`config.mk`:
```
export PLATFORM = sky130hd
export DESIGN_NAME = room_transition_ctrl
export DESIGN_NICKNAME = d
export VERILOG_FILES = /design/src/rtl/room_pkg.sv /design/src/rtl/room_nav.sv /design/src/rtl/room_transition_ctrl.sv
export SDC_FILE = /design/constraint.sdc
export NUM_CORES = 1
export LEC_CHECK = 0
export ABC_CLOCK_PERIOD_IN_PS = 4560
export CORE_ASPECT_RATIO = 0.75
export CORE_MARGIN = 5
export CORE_UTILIZATION = 32
export DETAILED_ROUTE_END_ITERATION = 10
export GPL_ROUTABILITY_DRIVEN = 0
export PLACE_DENSITY = 0.6
export SLEW_MARGIN = 5
export SYNTH_ARGS = -nofsm -noshare
export SYNTH_HDL_FRONTEND = slang
export SYNTH_HIERARCHICAL = 1
export SYNTH_SLANG_ARGS = --single-unit
```
`constraint.sdc`:
```
create_clock -name Clk -period 4.56 [get_ports Clk]
set_input_delay 1.368 -clock Clk [delete_from_list [all_inputs] [get_ports Clk]]
set_output_delay 1.368 -clock Clk [all_outputs]
set_load 0.05 [all_outputs]
```
`src/rtl/room_pkg.sv`:
```
// rtl/room_pkg.sv - shared types and constants for the room transition controller
package room_pkg;

    typedef enum logic [2:0] {
        DOOR_NONE   = 3'd0,
        DOOR_LEFT   = 3'd1,
        DOOR_RIGHT  = 3'd2,
        DOOR_TOP    = 3'd3,
        DOOR_BOTTOM = 3'd4
    } door_t;

    typedef enum logic [2:0] {
        XFER_IDLE,
        XFER_FADE_OUT,
        XFER_LOAD,
        XFER_SPAWN,
        XFER_FADE_IN
    } xfer_state_t;

    localparam logic [9:0] SPAWN_L_X = 10'd32;
    localparam logic [9:0] SPAWN_R_X = 10'd592;
    localparam logic [9:0] SPAWN_T_Y = 10'd32;
    localparam logic [9:0] SPAWN_B_Y = 10'd432;
    localparam logic [9:0] CENTER_X  = 10'd320;
    localparam logic [9:0] CENTER_Y  = 10'd240;

    localparam logic [3:0] BRIGHT_FULL  = 4'd15;
    localparam logic [3:0] BRIGHT_BLACK = 4'd0;

endpackage

```
`src/rtl/room_nav.sv`:
```
// rtl/room_nav.sv - door legality, destination room and respawn point on the rooms grid
module room_nav #(
    parameter int MAP_W  = 4,
    parameter int MAP_H  = 2,
    parameter int ROOM_W = 3
) (
    input  logic [ROOM_W-1:0] room,
    input  logic [2:0]        doorcode,
    output logic              legal,
    output logic [ROOM_W-1:0] dest_room,
    output logic [9:0]        spawn_x,
    output logic [9:0]        spawn_y
);
    import room_pkg::*;

    localparam logic [ROOM_W-1:0] STEP_COL = ROOM_W'(1);
    localparam logic [ROOM_W-1:0] STEP_ROW = ROOM_W'(MAP_W);

    int col_i;
    int row_i;

    // Grid position of the room, edge checks, and the opposite-wall respawn point
    always_comb begin
        col_i     = int'(room) % MAP_W;
        row_i     = int'(room) / MAP_W;
        legal     = 1'b0;
        dest_room = room;
        spawn_x   = CENTER_X;
        spawn_y   = CENTER_Y;
        case (doorcode)
            DOOR_LEFT: begin
                spawn_x = SPAWN_R_X;
                if (col_i > 0) begin
                    legal     = 1'b1;
                    dest_room = room - STEP_COL;
                end
            end
            DOOR_RIGHT: begin
                spawn_x = SPAWN_L_X;
                if (col_i < MAP_W - 1) begin
                    legal     = 1'b1;
                    dest_room = room + STEP_COL;
                end
            end
            DOOR_TOP: begin
                spawn_y = SPAWN_B_Y;
                if (row_i > 0) begin
                    legal     = 1'b1;
                    dest_room = room - STEP_ROW;
                end
            end
            DOOR_BOTTOM: begin
                spawn_y = SPAWN_T_Y;
                if (row_i < MAP_H - 1) begin
                    legal     = 1'b1;
                    dest_room = room + STEP_ROW;
                end
            end
            default: begin
                legal = 1'b0;
            end
        endcase
    end

endmodule

```
`src/rtl/room_transition_ctrl.sv`:
```
// rtl/room_transition_ctrl.sv - fade-out / room load / respawn / fade-in sequencer
module room_transition_ctrl #(
    parameter int MAP_W       = 4,
    parameter int MAP_H       = 2,
    parameter int ROOM_W      = 3,
    parameter int START_ROOM  = 0,
    parameter int FADE_FRAMES = 2
) (
    input  logic              Clk,
    input  logic              Reset,
    input  logic              frame_tick,
    input  logic [2:0]        doorcode,
    output logic [ROOM_W-1:0] room,
    output logic              room_load,
    output logic              spawn_valid,
    output logic [9:0]        spawn_x,
    output logic [9:0]        spawn_y,
    output logic [3:0]        brightness,
    output logic              freeze
);
    import room_pkg::*;

    localparam int              CNT_W    = (FADE_FRAMES > 1) ? $clog2(FADE_FRAMES) : 1;
    localparam logic [CNT_W-1:0] CNT_LAST = CNT_W'(FADE_FRAMES - 1);

    xfer_state_t       state;
    logic [CNT_W-1:0]  frame_cnt;
    logic [ROOM_W-1:0] dest_q;
    door_t             door_q;

    logic [2:0]        nav_door;
    logic              nav_legal;
    logic [ROOM_W-1:0] nav_dest;
    logic [9:0]        nav_spawn_x;
    logic [9:0]        nav_spawn_y;
    logic              step_tick;

    // In IDLE the navigator judges the live doorcode; afterwards it only supplies the
    // respawn point for the latched door (spawn depends on the door alone).
    assign nav_door  = (state == XFER_IDLE) ? doorcode : door_q;
    assign step_tick = frame_tick && (frame_cnt == CNT_LAST);

    room_nav #(
        .MAP_W  (MAP_W),
        .MAP_H  (MAP_H),
        .ROOM_W (ROOM_W)
    ) u_nav (
        .room      (room),
        .doorcode  (nav_door),
        .legal     (nav_legal),
        .dest_room (nav_dest),
        .spawn_x   (nav_spawn_x),
        .spawn_y   (nav_spawn_y)
    );

    // Transition FSM with frame counter, brightness ramp and registered outputs
    always_ff @(posedge Clk) begin
        if (!Reset) begin
            state       <= XFER_IDLE;
            frame_cnt   <= '0;
            dest_q      <= ROOM_W'(START_ROOM);
            door_q      <= DOOR_NONE;
            room        <= ROOM_W'(START_ROOM);
            room_load   <= 1'b0;
            spawn_valid <= 1'b0;
            spawn_x     <= CENTER_X;
            spawn_y     <= CENTER_Y;
            brightness  <= BRIGHT_FULL;
            freeze      <= 1'b0;
        end else begin
            room_load   <= 1'b0;
            spawn_valid <= 1'b0;
            case (state)
                XFER_IDLE: begin
                    if (nav_legal) begin
                        door_q    <= door_t'(doorcode);
                        dest_q    <= nav_dest;
                        frame_cnt <= '0;
                        freeze    <= 1'b1;
                        state     <= XFER_FADE_OUT;
                    end
                end
                XFER_FADE_OUT: begin
                    if (frame_tick) begin
                        if (step_tick) begin
                            frame_cnt <= '0;
                            if (brightness != BRIGHT_BLACK) begin
                                brightness <= brightness - 4'd1;
                            end
                            if (brightness <= 4'd1) begin
                                state <= XFER_LOAD;
                            end
                        end else begin
                            frame_cnt <= frame_cnt + CNT_W'(1);
                        end
                    end
                end
                XFER_LOAD: begin
                    room      <= dest_q;
                    room_load <= 1'b1;
                    frame_cnt <= '0;
                    state     <= XFER_SPAWN;
                end
                XFER_SPAWN: begin
                    spawn_valid <= 1'b1;
                    spawn_x     <= nav_spawn_x;
                    spawn_y     <= nav_spawn_y;
                    frame_cnt   <= '0;
                    state       <= XFER_FADE_IN;
                end
                XFER_FADE_IN: begin
                    if (frame_tick) begin
                        if (step_tick) begin
                            frame_cnt <= '0;
                            if (brightness != BRIGHT_FULL) begin
                                brightness <= brightness + 4'd1;
                            end
                            if (brightness >= 4'd14) begin
                                freeze <= 1'b0;
                                state  <= XFER_IDLE;
                            end
                        end else begin
                            frame_cnt <= frame_cnt + CNT_W'(1);
                        end
                    end
                end
                default: begin
                    freeze <= 1'b0;
                    state  <= XFER_IDLE;
                end
            endcase
        end
    end

endmodule

```
# == Yosys cells after proc, flatten, opt, wreduce, memory -nomap -nowiden ==
# Cells that the tools add are included.
# word_totals
regBits,40
in_bits,6
elab_cells,96
# classes
add_sub_neg,7
magnitude_cmp,6
n_eq_ne,19
muxes,39
n_bitwise,1
n_reduce_logical,13
# ops
operator,n
2-to-1 mux 3 bit,12
2-to-1 mux 4 bit,6
case mux 10 bit (2 select lines),1
"!= test 2 bit, second input constant",9
case mux 9 bit (2 select lines),1
case mux 3 bit (5 select lines),1
AND reduction 7 bit,2
2-to-1 mux 1 bit,13
"== test 3 x 2 -> 1 bit, second input constant",4
case mux 3 bit (4 select lines),1
case mux 4 bit (2 select lines),1
"== test 3 x 1 -> 1 bit, second input constant",2
"== test 3 bit, second input constant",2
case mux 1 bit (3 select lines),2
AND reduction 5 bit,1
"adder 4 x 1 -> 4 bit, second input constant",1
"greater-or-equal comparator 4 bit, second input constant",1
"less-or-equal comparator 4 x 1 -> 1 bit, second input constant",1
"!= test 4 bit, second input constant",1
case mux 1 bit (4 select lines),1
nonzero test 4 bit,1
OR reduction 2 bit,2
"subtractor 4 x 1 -> 4 bit, second input constant",1
"adder 3 x 1 -> 3 bit, second input constant",1
17 further kinds,17

# == Longest topological paths before layout ==
# logic_depth
depth_word,6
mapped_depth,10
ltp_nobuf,9

# == Hierarchy ==
# The synthesis kept the hierarchy.
# modules_own_cells
module,instances,cells_each,area_each_um2,seq_area_each_um2
room_transition_ctrl,1,208,1767.9,800.8
room_nav,1,46,286.5,0.0

# == Worst setup path after synthesis ==
# No wires, ideal clock.
# synth_path
kind,input to register
from,input doorcode[1]
to,register door_q[0]
setup_ps,128
arrival_ps,2856
path_slack_ps,1577
path_stages,8
cell_sequence,mux2_2 > or3_1 > a32oi_1 > o22ai_1 > and2_1 > buf_4 > mux2i_1 > nor2_1
# synth_between
elab_chain_len,4
elab_cells_between_ends,7
# synth_lines
element,line,rtl
from (decl),room_transition_ctrl.sv:12,"input logic [2:0] doorcode,"
2-to-1 mux 3 bit (*),room_transition_ctrl.sv:40,assign nav_door = (state == XFER_IDLE) ? doorcode : door_q;
"== test 3 bit, or another cell as far along",room_nav.sv:30,case (doorcode)
case mux 1 bit (4 select lines) (*),room_nav.sv:30,
net nav_legal,room_transition_ctrl.sv:32,logic nav_legal;
AND reduction 2 bit (no line) (*),--,
to (signal assigned),room_transition_ctrl.sv:76,door_q <= door_t'(doorcode);
to (decl),room_transition_ctrl.sv:29,door_t door_q;
# The timed path passes the listed nets; every way through them passes the cells marked *.
# A chain may end at the register's enable or synchronous reset.

# == Worst setup path after layout ==
# layout_path
from,input doorcode[1]
to,register frame_cnt
# layout_between
elab_chain_len,5
elab_cells_between_ends,8
# layout_lines
element,line,rtl
2-to-1 mux 3 bit (*),room_transition_ctrl.sv:40,
net nav_door[1],room_transition_ctrl.sv:31,logic [2:0] nav_door;
"== test 3 bit, or another cell as far along",room_nav.sv:30,
case mux 1 bit (4 select lines) (*),room_nav.sv:30,
net nav_legal,room_transition_ctrl.sv:32,
!= test 2 bit (no line) (*),--,
AND reduction 3 bit (no line) (*),--,
to (signal assigned),room_transition_ctrl.sv:94,frame_cnt <= frame_cnt + CNT_W'(1);
to (signal assigned),room_transition_ctrl.sv:123,frame_cnt <= frame_cnt + CNT_W'(1);
to (decl),room_transition_ctrl.sv:27,logic [CNT_W-1:0] frame_cnt;
# Marked as above.

==> flow_metrics.py <==
metrics = {
    "floorplan": {
        "row_count": 25,
        "placeable_core_region_mm2": 0.00629,
        "effective_utilization_at_floorplan_pct": 32.7,
        "die_y_um": 79.4,
        "ioPinCount": 36,
        "die_area_mm2": 0.00814,
        "die_x_um": 103,
    },
    "yosys": {
        "synth_sequential_area_ratio_pct": 39.0,
        "asyncSetResetFlopFracSynth_pct": 0,
        "synth_area_per_cell_um2": 8.09,
        "synth_cells": 254,
        "post_synth_edffs": 0,
        "netlist_area_mm2": 0.00205,
        "synth-main-ff-cell": "sky130_fd_sc_hd__dfxtp_1",
        "synth-warning-count": 6,
        "synth-seq-cells": 40,
        "post_synth_num_cell_types": 49,
    },
    "route": {
        "vias": 1701,
        "viasPerCell": 4.70,
        "detail_route.wirelength_um": 4560,
        "dr.pass1.iters": 4,
        "antenna_violating_nets_post_route": 0,
        "drc": 0,
        "drt_iter0_markers": 49,
        "route.detailed.wl_per_inst_um": 12.6,
    },
    "timing": {
        "finalWorstPathRequiredPeriod_ps": 3310,
        "report.final.setup_viol": 0,
        "period_share_pct": 72.5,
        "timing_worst_slew_pin_value_ps": 740,
        "hold_fails_final_rpt": 0,
        "max_freq_ghz": 0.302,
        "finClkSkew_ps": 6.92,
        "setup_total_negative_slack_ps": 0,
        "final_max_slew_violation_count": 0,
        "maxSlewHeadroom_pct": 50.7,
        "rsz0062_at_grt": "no",
        "fin_worst_hold_slack_ps": 455,
        "worst_slack_ps": 1250,
    },
    "cts": {
        "clock_transition_at_the_registers_of_the_reported_paths_ps": 80,
        "cts.repair.resized": 0,
        "htreeDepth": 2,
        "postCtsSetupBuffers": 0,
        "cts_buffers": 5,
        "cts_tree": "built",
        "clk_path_buf_depth": 2,
        "clk_latency_ps": 290,
        "ctsRootBufferMaster": "sky130_fd_sc_hd__clkbuf_8",
        "cts.sinks": 40,
        "number_of_hold_repair_buffers_added_at_the_cts_stage": 0,
    },
    "power": {
        "total_leakage_power_nw": 0.921,
        "ir_drop_uv": 119,
        "power_density_mw_per_mm2": 310,
    },
    "final_layout": {
        "layout_cells_sized_above_1_pct": 8.90,
        "multi_input_area_mm2": 0.00110,
        "nets": 291,
        "area.sequential_um2": 801,
        "layout.cells.most_common_list": "51 x sky130_fd_sc_hd__nand2_1, 40 x sky130_fd_sc_hd__dfxtp_1, 35 x sky130_fd_sc_hd__clkdlybuf4s50_1",
        "post_layout_nonfiller_instances": 362,
        "mostFrequentLayoutCell": "sky130_fd_sc_hd__nand2_1",
        "n_antenna_cell": 0,
        "final_core_util_pct": 39.6,
        "layout-area-overhead-vs-synth_pct": 21.2,
        "layout.filler_cells": 657,
    },
    "hold_path": {
        "hold-path-cell-count": 2,
        "tightest_hold_check_type": "reg2reg",
    },
    "global_routing": {
        "grt_max_degree": 29,
        "global_route_total_overflow": 0,
        "grt_use_total_pct": 12.3,
        "number_of_antenna_violations_at_the_first_check_in_global_routing": 0,
        "first_pass_grt_wire_length_um": 7960,
        "number_of_global_route_vias_before_repair": 1642,
    },
    "critical_path": {
        "r2r_cells": 9,
        "timing.critical_path.arrival_ps": 3550,
        "criticalPathCategory": "in2reg",
        "setup.worst_path.start_class": "input pin",
        "critPathCaptureType": "flip-flop",
        "critPathMaxFanout": 8,
        "cp_data_required_time_ps": 4800,
    },
    "place": {
        "dp_hpwl_um": 3160,
        "portBuffers": 35,
        "preCtsSetupSlack_ps": 946,
        "post-place-cells": 355,
    },
    "run": {
        "maxCapViolations": 0,
    },
    "outcome": {
        "outcome": "complete, no violations",
    },
}
-- where the power goes --
group | internal (W) | total [W] | switching [W]
clock network | 0.000135 | 0.000258 | 0.000123
logic | 0.0000593 | 0.000141 | 0.0000814
registers | 0.000361 | 0.000374 | 0.0000130
total | 0.000555 | 0.000772 | 0.000217
-- final cells by class --
type                    count  share of cell area (%)
clock buffers               7                    3.87
inverters                   8                    1.21
multi-input cells         189                    44.0
flip-flops and latches     40                    32.2
well taps                  81                    4.07
repair buffers             37                    14.7
-- cells in the mapped netlist (all sizes together), types with 2 or more instances --
master	instances	share of area, %
conb	2	0.37
a21oi	28	7.0
dfxtp	40	39
and2	2	0.61
o21bai	2	0.73
nand2	51	9.3
mux2i	9	4.4
or3	2	0.61
nor3	3	0.73
mux2	6	3.3
buf	20	7.0
nand3	10	2.4
inv	8	1.5
a211oi	2	0.73
nor3b	3	1.9
a221oi	2	1.2
o21ai	7	1.9
nor2	21	3.8
ha	4	2.4
nand2b	6	1.8
clkbuf	6	1.1
nor2b	3	0.91
a32oi	2	1.2
-- cells by family (layout without fill, tap and decap cells) --
kind of cell,after synthesis,in the layout,share of synthesized area (%)
AND/OR/NAND/NOR,108,108,24.8
multiplexers,15,15,7.67
buffers and inverters,34,52,9.56
XOR/XNOR,1,1,0.426
flip-flops,40,40,39.0
other,2,11,0.366
adder cells (fa/ha/maj),4,4,2.44
AO/OA/AOI/OAI,50,50,15.7
-- flip-flops by register name, indices dropped and copies added (netlist names) --
| name | count |
|---|---|
| state | 3 |
| spawn_x | 10 |
| spawn_y | 10 |
| dest_q | 3 |
| spawn_valid | 1 |
| door_q | 3 |
| room_load | 1 |
| freeze | 1 |
| frame_cnt | 1 |
| room | 3 |
| brightness | 4 |
-- metal layers --
| layer | vias up | routed length [um] | share of wire [%] | global-route usage, % |
|---|---|---|---|---|
| li1 | 886 | - | - | - |
| met1 | 781 | 2390 | 52 | 17.9 |
| met2 | 26 | 1890 | 41 | 17.4 |
| met3 | 8 | 226 | 5.0 | 3.41 |
| met4 | 0 | 51 | 1.1 | 3.54 |
| met5 | - | 0 | 0 | 0 |
-- worst max-delay path, cell delays in order --
cell,delay [ps]
sky130_fd_sc_hd__clkdlybuf4s50_1,420
sky130_fd_sc_hd__mux2_2,350
sky130_fd_sc_hd__or3_1,380
sky130_fd_sc_hd__a32oi_1,200
sky130_fd_sc_hd__o22ai_1,150
sky130_fd_sc_hd__nor2_1,180
sky130_fd_sc_hd__a221oi_1,110
sky130_fd_sc_hd__a211oi_1,240
sky130_fd_sc_hd__o21a_1,150
-- stage by stage --
step           power (W)  cell area (um2)
6_report        0.000772             2490
3_5_place_dp    0.000523             2390
3_3_place_gp    0.000522             2390
2_1_floorplan   0.000507             2090
5_1_grt         0.000816             2490
4_1_cts         0.000784             2490
-- final timing paths --
check         startpoint          to  slack (ps)
min reg2reg   spawn_y[1]  spawn_y[1]         460
min           spawn_y[1]  spawn_y[1]         460
max          doorcode[1]   frame_cnt        1250
max reg2reg     state[2]   frame_cnt        1630
Note: power is estimated with default switching activity, not from simulation.
